[config.mk]
export PLATFORM = sky130hd
export DESIGN_NAME = boardman_wb_master_flat
export DESIGN_NICKNAME = d
export VERILOG_FILES = /design/src/rtl/boardman_wb_master_if.sv /design/src/rtl/boardman_wb_master.sv /design/src/flat_wrapper.sv
export SDC_FILE = /design/constraint.sdc
export NUM_CORES = 1
export LEC_CHECK = 0
export ABC_AREA = 1
export BUFFER_PORTS_ARGS = -buffer_cell sky130_fd_sc_hd__buf_2
export CORE_ASPECT_RATIO = 1.25
export CORE_UTILIZATION = 55
export CTS_CLUSTER_SIZE = 10
export DETAILED_ROUTE_END_ITERATION = 8
export PLACE_DENSITY = 0.91
export SYNTH_ARGS = -nofsm -noshare
export SYNTH_HDL_FRONTEND = slang
export SYNTH_SLANG_ARGS = --single-unit
[constraint.sdc]
create_clock -name wb_clk_i -period 5.8 [get_ports wb_clk_i]
set_input_delay 0 -clock wb_clk_i [delete_from_list [all_inputs] [get_ports wb_clk_i]]
set_output_delay 0 -clock wb_clk_i [all_outputs]
set_load 0.005 [all_outputs]
[src/rtl/boardman_wb_master_if.sv]
// Classic Wishbone bus between the board-manager initiator
// and the internal 25-bit register bus.
interface boardman_wb_master_if #(
   parameter int ADR_WIDTH = 25
);
   logic                 wb_cyc_o;
   logic                 wb_stb_o;
   logic                 wb_we_o;
   logic [ADR_WIDTH-1:0] wb_adr_o;
   logic [31:0]          wb_dat_o;
   logic [3:0]           wb_sel_o;
   logic [31:0]          wb_dat_i;
   logic                 wb_ack_i;
   logic                 wb_err_i;
   logic                 wb_rty_i;

   modport master (
      output wb_cyc_o, wb_stb_o, wb_we_o,
      output wb_adr_o, wb_dat_o, wb_sel_o,
      input  wb_dat_i, wb_ack_i, wb_err_i, wb_rty_i
   );

   modport slave (
      input  wb_cyc_o, wb_stb_o, wb_we_o,
      input  wb_adr_o, wb_dat_o, wb_sel_o,
      output wb_dat_i, wb_ack_i, wb_err_i, wb_rty_i
   );
endinterface

[src/rtl/boardman_wb_master.sv]
// Board-manager Wishbone initiator: runs decoded commands as
// single or burst classic cycles with one idle cycle per beat.
module boardman_wb_master #(
   parameter int TIMEOUT   = 255,
   parameter int ADR_WIDTH = 25
) (
   input  logic        wb_clk_i,
   input  logic        wb_rst_i,
   input  logic        cmd_valid_i,
   output logic        cmd_ready_o,
   input  logic [22:0] cmd_adr_i,
   input  logic        cmd_we_i,
   input  logic [1:0]  burst_size_i,
   input  logic [3:0]  upper_addr_i,
   input  logic [31:0] wdat_i,
   input  logic        wdat_valid_i,
   output logic        wdat_ready_o,
   output logic [31:0] rdat_o,
   output logic        rdat_valid_o,
   input  logic        rdat_ready_i,
   output logic        done_o,
   output logic        done_err_o,
   output logic [4:0]  done_beats_o,
   boardman_wb_master_if.master wb
);

   typedef enum logic [2:0] {
      S_IDLE, S_WDATA, S_BUS, S_GAP, S_RDATA, S_DONE
   } state_e;

   localparam logic [15:0] TMO_LAST = 16'(TIMEOUT - 1);

   state_e               state_q, state_d;
   logic                 we_q, we_d;
   logic [ADR_WIDTH-1:0] adr_q, adr_d;
   logic [31:0]          dat_q, dat_d;
   logic [31:0]          rdat_q, rdat_d;
   logic                 rvld_q, rvld_d;
   logic                 bus_q, bus_d;
   logic [4:0]           tot_q, tot_d;
   logic [4:0]           cnt_q, cnt_d;
   logic [15:0]          tmo_q, tmo_d;
   logic                 err_q, err_d;
   logic                 done_q, done_d;
   logic                 wdat_rdy;
   logic [4:0]           cnt_inc;
   logic                 unused_adr_lsb;

   assign cnt_inc        = cnt_q + 5'd1;
   assign unused_adr_lsb = ^cmd_adr_i[1:0];

   always_comb begin
      state_d  = state_q;
      we_d     = we_q;
      adr_d    = adr_q;
      dat_d    = dat_q;
      rdat_d   = rdat_q;
      rvld_d   = rvld_q;
      bus_d    = bus_q;
      tot_d    = tot_q;
      cnt_d    = cnt_q;
      tmo_d    = tmo_q;
      err_d    = err_q;
      done_d   = 1'b0;
      wdat_rdy = 1'b0;
      unique case (state_q)
         S_IDLE: begin
            if (cmd_valid_i) begin
               we_d  = cmd_we_i;
               adr_d = {cmd_adr_i[21] ? upper_addr_i : 4'h0,
                        cmd_adr_i[20:2], 2'b00};
               tot_d = cmd_adr_i[22] ?
                       5'(5'd2 << burst_size_i) : 5'd1;
               cnt_d = 5'd0;
               err_d = 1'b0;
               if (cmd_we_i) begin
                  state_d = S_WDATA;
               end else begin
                  state_d = S_BUS;
                  bus_d   = 1'b1;
                  tmo_d   = 16'd0;
               end
            end
         end
         S_WDATA: begin
            if (wdat_valid_i) begin
               wdat_rdy = 1'b1;
               dat_d    = wdat_i;
               state_d  = S_BUS;
               bus_d    = 1'b1;
               tmo_d    = 16'd0;
            end
         end
         S_BUS: begin
            // err beats rty beats ack; a same-cycle ack beats timeout
            if (wb.wb_err_i || wb.wb_rty_i) begin
               err_d   = 1'b1;
               bus_d   = 1'b0;
               done_d  = 1'b1;
               state_d = S_DONE;
            end else if (wb.wb_ack_i) begin
               bus_d = 1'b0;
               if (we_q) begin
                  state_d = S_GAP;
               end else begin
                  rdat_d  = wb.wb_dat_i;
                  rvld_d  = 1'b1;
                  state_d = S_RDATA;
               end
            end else if (tmo_q == TMO_LAST) begin
               err_d   = 1'b1;
               bus_d   = 1'b0;
               done_d  = 1'b1;
               state_d = S_DONE;
            end else begin
               tmo_d = tmo_q + 16'd1;
            end
         end
         S_RDATA: begin
            if (rdat_ready_i) begin
               rvld_d  = 1'b0;
               state_d = S_GAP;
            end
         end
         S_GAP: begin
            cnt_d = cnt_inc;
            adr_d = adr_q + ADR_WIDTH'(4);
            if (cnt_inc == tot_q) begin
               done_d  = 1'b1;
               state_d = S_DONE;
            end else if (!we_q) begin
               bus_d   = 1'b1;
               tmo_d   = 16'd0;
               state_d = S_BUS;
            end else if (wdat_valid_i) begin
               // ready data skips WDATA so stb returns after one idle cycle
               wdat_rdy = 1'b1;
               dat_d    = wdat_i;
               bus_d    = 1'b1;
               tmo_d    = 16'd0;
               state_d  = S_BUS;
            end else begin
               state_d = S_WDATA;
            end
         end
         S_DONE: begin
            state_d = S_IDLE;
         end
         default: begin
            state_d = S_IDLE;
         end
      endcase
   end

   always_ff @(posedge wb_clk_i or posedge wb_rst_i) begin
      if (wb_rst_i) begin
         state_q <= S_IDLE;
         we_q    <= 1'b0;
         adr_q   <= '0;
         dat_q   <= '0;
         rdat_q  <= '0;
         rvld_q  <= 1'b0;
         bus_q   <= 1'b0;
         tot_q   <= '0;
         cnt_q   <= '0;
         tmo_q   <= '0;
         err_q   <= 1'b0;
         done_q  <= 1'b0;
      end else begin
         state_q <= state_d;
         we_q    <= we_d;
         adr_q   <= adr_d;
         dat_q   <= dat_d;
         rdat_q  <= rdat_d;
         rvld_q  <= rvld_d;
         bus_q   <= bus_d;
         tot_q   <= tot_d;
         cnt_q   <= cnt_d;
         tmo_q   <= tmo_d;
         err_q   <= err_d;
         done_q  <= done_d;
      end
   end

   assign cmd_ready_o  = (state_q == S_IDLE) && !wb_rst_i;
   assign wdat_ready_o = wdat_rdy;
   assign rdat_o       = rdat_q;
   assign rdat_valid_o = rvld_q;
   assign done_o       = done_q;
   assign done_err_o   = err_q;
   assign done_beats_o = cnt_q;
   assign wb.wb_cyc_o  = bus_q;
   assign wb.wb_stb_o  = bus_q;
   assign wb.wb_we_o   = we_q;
   assign wb.wb_adr_o  = adr_q;
   assign wb.wb_dat_o  = dat_q;
   assign wb.wb_sel_o  = 4'hF;

endmodule

[src/flat_wrapper.sv]
// flat-port wrapper written by rule: the top's interface ports become plain ports
module boardman_wb_master_flat 
#(
   parameter int TIMEOUT   = 255,
   parameter int ADR_WIDTH = 25
)
  (wb_clk_i, wb_rst_i, cmd_valid_i, cmd_ready_o, cmd_adr_i, cmd_we_i, burst_size_i, upper_addr_i, wdat_i, wdat_valid_i, wdat_ready_o, rdat_o, rdat_valid_o, rdat_ready_i, done_o, done_err_o, done_beats_o, wb_wb_cyc_o, wb_wb_stb_o, wb_wb_we_o, wb_wb_adr_o, wb_wb_dat_o, wb_wb_sel_o, wb_wb_dat_i, wb_wb_ack_i, wb_wb_err_i, wb_wb_rty_i);
  boardman_wb_master_if #(.ADR_WIDTH(ADR_WIDTH)) wb_i ();
  input  logic wb_clk_i;
  input  logic wb_rst_i;
  input  logic cmd_valid_i;
  output logic cmd_ready_o;
  input  logic [22:0] cmd_adr_i;
  input  logic cmd_we_i;
  input  logic [1:0] burst_size_i;
  input  logic [3:0] upper_addr_i;
  input  logic [31:0] wdat_i;
  input  logic wdat_valid_i;
  output logic wdat_ready_o;
  output logic [31:0] rdat_o;
  output logic rdat_valid_o;
  input  logic rdat_ready_i;
  output logic done_o;
  output logic done_err_o;
  output logic [4:0] done_beats_o;
  output wire logic [$bits(wb_i.wb_cyc_o)-1:0] wb_wb_cyc_o;
  output wire logic [$bits(wb_i.wb_stb_o)-1:0] wb_wb_stb_o;
  output wire logic [$bits(wb_i.wb_we_o)-1:0] wb_wb_we_o;
  output wire logic [$bits(wb_i.wb_adr_o)-1:0] wb_wb_adr_o;
  output wire logic [$bits(wb_i.wb_dat_o)-1:0] wb_wb_dat_o;
  output wire logic [$bits(wb_i.wb_sel_o)-1:0] wb_wb_sel_o;
  input wire logic [$bits(wb_i.wb_dat_i)-1:0] wb_wb_dat_i;
  input wire logic [$bits(wb_i.wb_ack_i)-1:0] wb_wb_ack_i;
  input wire logic [$bits(wb_i.wb_err_i)-1:0] wb_wb_err_i;
  input wire logic [$bits(wb_i.wb_rty_i)-1:0] wb_wb_rty_i;
  assign wb_wb_cyc_o = wb_i.wb_cyc_o;
  assign wb_wb_stb_o = wb_i.wb_stb_o;
  assign wb_wb_we_o = wb_i.wb_we_o;
  assign wb_wb_adr_o = wb_i.wb_adr_o;
  assign wb_wb_dat_o = wb_i.wb_dat_o;
  assign wb_wb_sel_o = wb_i.wb_sel_o;
  assign wb_i.wb_dat_i = wb_wb_dat_i;
  assign wb_i.wb_ack_i = wb_wb_ack_i;
  assign wb_i.wb_err_i = wb_wb_err_i;
  assign wb_i.wb_rty_i = wb_wb_rty_i;
  boardman_wb_master #(.TIMEOUT(TIMEOUT), .ADR_WIDTH(ADR_WIDTH)) u_core (.wb_clk_i(wb_clk_i), .wb_rst_i(wb_rst_i), .cmd_valid_i(cmd_valid_i), .cmd_ready_o(cmd_ready_o), .cmd_adr_i(cmd_adr_i), .cmd_we_i(cmd_we_i), .burst_size_i(burst_size_i), .upper_addr_i(upper_addr_i), .wdat_i(wdat_i), .wdat_valid_i(wdat_valid_i), .wdat_ready_o(wdat_ready_o), .rdat_o(rdat_o), .rdat_valid_o(rdat_valid_o), .rdat_ready_i(rdat_ready_i), .done_o(done_o), .done_err_o(done_err_o), .done_beats_o(done_beats_o), .wb(wb_i));
endmodule
==> out/results.txt <==
The flow ran to the end, and the final reports show no timing, DRC or antenna violations. The floorplan core area is 11300 um^2, and the area overhead of the layout relative to synthesis is 39.14%. The clock slew seen by the registers of the worst setup and hold paths is 0.06 ns, and the overall fraction of global-route tracks in use is 0.3773. The path type of the worst setup path was register to primary output.

The total power divided by cell area works out to 477.5 nW/um^2. In this run, distinct cell masters in the synthesized netlist total 38. The top cell types in the final layout, fill and taps aside, are sky130_fd_sc_hd__nand2_1 (273), sky130_fd_sc_hd__buf_2 (199), sky130_fd_sc_hd__dfrtp_1 (121).

The first-iteration detailed-routing DRC count was 698; the proportion of layout cells with a drive suffix above 1 was 0.2511. The logs give 0.4682 for the sequential area share after synthesis and 0 for the number of antenna violations at the first check in global routing. The tools report the count of pins over their slew limit as 0.

The clock reaches the later pin of the worst-skew pair after 0.42 ns. The portion of the clock cycle consumed by the worst path in the final layout is 0.6414. After clock tree synthesis, the flow added hold-fix buffers numbering 96.

The port buffer count was 199; the detailed-route wire length per cell was 18.17 um. The worst-case IR drop observed on VDD is 0.3254 mV. The final design utilization was 0.7965; the relative max-transition margin was 0.4094. Setup repair after global routing left no endpoint under its margin. The worst setup path is launched from a register. Across all hold checks on the routed design, the worst slack comes to 0.005157 ns. The worst register-to-register path ends at u_core.wb.wb_dat_o[15]. In this run the critical register-to-register path is launched from u_core.state_q[2]. Fill cells in the final layout number 662. Final clock skew: 0.009988 ns. In this run the post-CTS setup repair buffer count came out at 0. The library cell used most frequently in the layout, excluding fill and tap cells, is sky130_fd_sc_hd__nand2_1.

Routability-driven placement finished with a final weighted congestion of 0.9205. Synthesis produced a netlist whose cell count is 818. For this run, design rule violations remaining after detail routing come to 0.

The HPWL after detailed placement is 12.19 mm. For the final wirelength, the log shows 22.64 mm. 208 I/O pins were placed.

TritonCTS built the clock tree. Along the worst hold path, the cell count comes to 4. After detailed routing, the number of vias per cell comes to 5.865. Global routing finished with a remaining overflow of 0. The fraction of synthesized cell area taken by the top area cell type was 0.4682; the final antenna diode count was 0.

During synthesis, Yosys emitted a total of 0 warnings. Measured along the y axis, the die boundary spans 123.2 um. The fraction of synthesis flops using an asynchronous set or reset pin was 1.000; the max-capacitance violation count was 0.

Along the worst path, the maximum fanout reaches 33. The hold violation total from the final report came out at 0. Global-route wire length before repair: 35.31 mm. The CTS buffer count was 17. The tree is rooted in a sky130_fd_sc_hd__clkbuf_16.

Among all flip-flop cells after synthesis, the most frequent one is sky130_fd_sc_hd__dfrtp_1. The standard-cell row count came out at 43. The logs give 3028 um^2 for the area taken by flip-flops and latches and 0 for the number of nets still failing antenna checks after routing. The H-tree was split into 4 levels. The flop-to-flop setup slack was 2.33 ns; the width of the chip was 98.99 um. The logic depth of the worst register-to-register path is 8. The final critical-path required period is 3.720 ns. The transition at the pin with the smallest max-transition slack was 0.8860 ns.

The run gives 7253 as the via count of the first global-routing pass. By area the synthesized netlist is led by sky130_fd_sc_hd__dfrtp_1 (47%), sky130_fd_sc_hd__nand2_1 (16%), sky130_fd_sc_hd__mux2_2 (5.6%), sky130_fd_sc_hd__nand3_1 (5.0%), sky130_fd_sc_hd__inv_1 (4.3%). Setup violations remaining at the end of the flow were counted as 0.

The worst hold path belongs to the class input port to register. The required time of the critical path was 5.80 ns; the maximum achievable frequency was 268.8 MHz. The detailed router placed 7308 vias in this run. The logs give 3.72 ns for the arrival time at the worst endpoint and 6467 um^2 for the area of the mapped netlist. The tools report the terminating pin of the worst hold path as u_core.state_q[1]. The worst setup path is captured at a primary output. The clock passes through at most 2 buffers. The worst hold path begins at wb_wb_rty_i.

The first-pass iteration count of the detailed router came out at 6. The synthesized design contains 121 register bits. For the leakage power summed over all cells, the log shows 4.732 nW. Entering global routing, the biggest net connects 70 pins.

The synthesized design contains 0 enable-type register cells. Summed over all failing endpoints, the final setup total negative slack is 0 ns. sky130_fd_sc_hd__dfrtp_1 takes more of the synthesized area than any other cell.

In the final layout, the multi-input gates occupy 2918 um^2. The sink count of the clock tree is 121. The average size of a mapped cell is 7.906 um^2. The starting utilization of the core area is 0.5724. The logs give 12200 um^2 for the die area and 0 for the quantity of gates resized following cts. In the final design database the tool counted 1204 nets.
worst max-delay path by stage:
| stage | from | end | slack (ns) |
|---|---|---|---|
| floorplan | wb_rst_i | u_core.done_beats_o[0] | 2.59 |
| global placement | u_core.state_q[2] | u_core.wb.wb_dat_o[1] | 2.62 |
| detailed placement | u_core.state_q[2] | u_core.wb.wb_dat_o[6] | 2.57 |
| CTS | u_core.state_q[2] | wdat_ready_o | 2.22 |
| global route | u_core.state_q[2] | wdat_ready_o | 1.91 |
| finish | u_core.state_q[2] | wdat_ready_o | 2.08 |
report_power, final:
group | internal, W | switching, W | leakage, nW
Combinational | 0.000652 | 0.00102 | 2.90
Sequential | 0.00119 | 0.000307 | 1.54
Clock | 0.000688 | 0.000440 | 0.292
Total | 0.00253 | 0.00177 | 4.73
cell type report:
class,instances,area share
Clock inverter,14,0.02086
Multi-Input combinational cell,583,0.3242
Sequential cell,121,0.3365
Tap cell,135,0.01877
Inverter,78,0.03281
Timing Repair Buffer,297,0.2191
Clock buffer,18,0.04769
logic make-up (layout without fill, tap and decap cells):
kind of cell	count (synthesis)	in the layout	synth area share
compound gates	78	78	0.07235
fa+ha+maj	4	4	0.007739
other cells	2	6	0.001161
buf+inv	118	407	0.08299
simple gates	460	460	0.3078
xor+xnor	3	3	0.004063
mux	32	32	0.05572
flops	121	121	0.4682
worst max-delay path, stage by stage (launching register included):
cell,delay [ns]
sky130_fd_sc_hd__dfrtp_1,0.43
sky130_fd_sc_hd__nor2_2,0.20
sky130_fd_sc_hd__nand2_2,0.27
sky130_fd_sc_hd__inv_2,0.56
sky130_fd_sc_hd__nand4_4,0.50
sky130_fd_sc_hd__nand2_2,0.65
sky130_fd_sc_hd__inv_2,0.43
sky130_fd_sc_hd__buf_2,0.24
Yosys cell counts, drive strengths merged (2+ instances only):
master and count:
nand4 38, nand2 277, o21ai 29, a22oi 4, o211ai 8, o21a 3, a31oi 2, nor3 16
buf 32, conb 2, ha 4, xor2 2, dfrtp 121, a21oi 18, clkbuf 8, mux2 32
nor2 59, o22ai 7, inv 77, nand3 66, o221ai 4, nor3b 2
metal layers:
metal | up-vias | share of wire | track usage
met1 | 3382 | 0.34 | 0.4058
met4 | 0 | 0.054 | 0.2229
met5 | - | 0 | 0
li1 | 3247 | - | -
met3 | 131 | 0.081 | 0.08762
met2 | 548 | 0.52 | 0.6788
through the flow:
step | area [um^2] | std cells | total power, W | setup slack, ns
2_1_floorplan | 6482 | 822 | 0.002383 | 2.586
3_3_place_gp | 7421 | 1118 | 0.002875 | 2.624
3_5_place_dp | 7421 | 1118 | 0.002948 | 2.567
4_1_cts | 8999 | 1246 | 0.004124 | 2.222
5_1_grt | 8999 | 1246 | 0.004520 | 1.911
6_report | 8999 | 1246 | 0.004296 | 2.080
state kept, by name, summed over array words and instances, names as in the netlist:
name	count
u_core.done_beats_o	5
u_core.done_err_o	1
u_core.done_o	1
u_core.rdat_o	32
u_core.rdat_valid_o	1
u_core.state_q	3
u_core.tmo_q	16
u_core.tot_q	5
u_core.wb.wb_adr_o	23
u_core.wb.wb_cyc_o	1
u_core.wb.wb_dat_o	32
u_core.wb.wb_we_o	1
No activity file was read; power rests on OpenSTA's default activity.
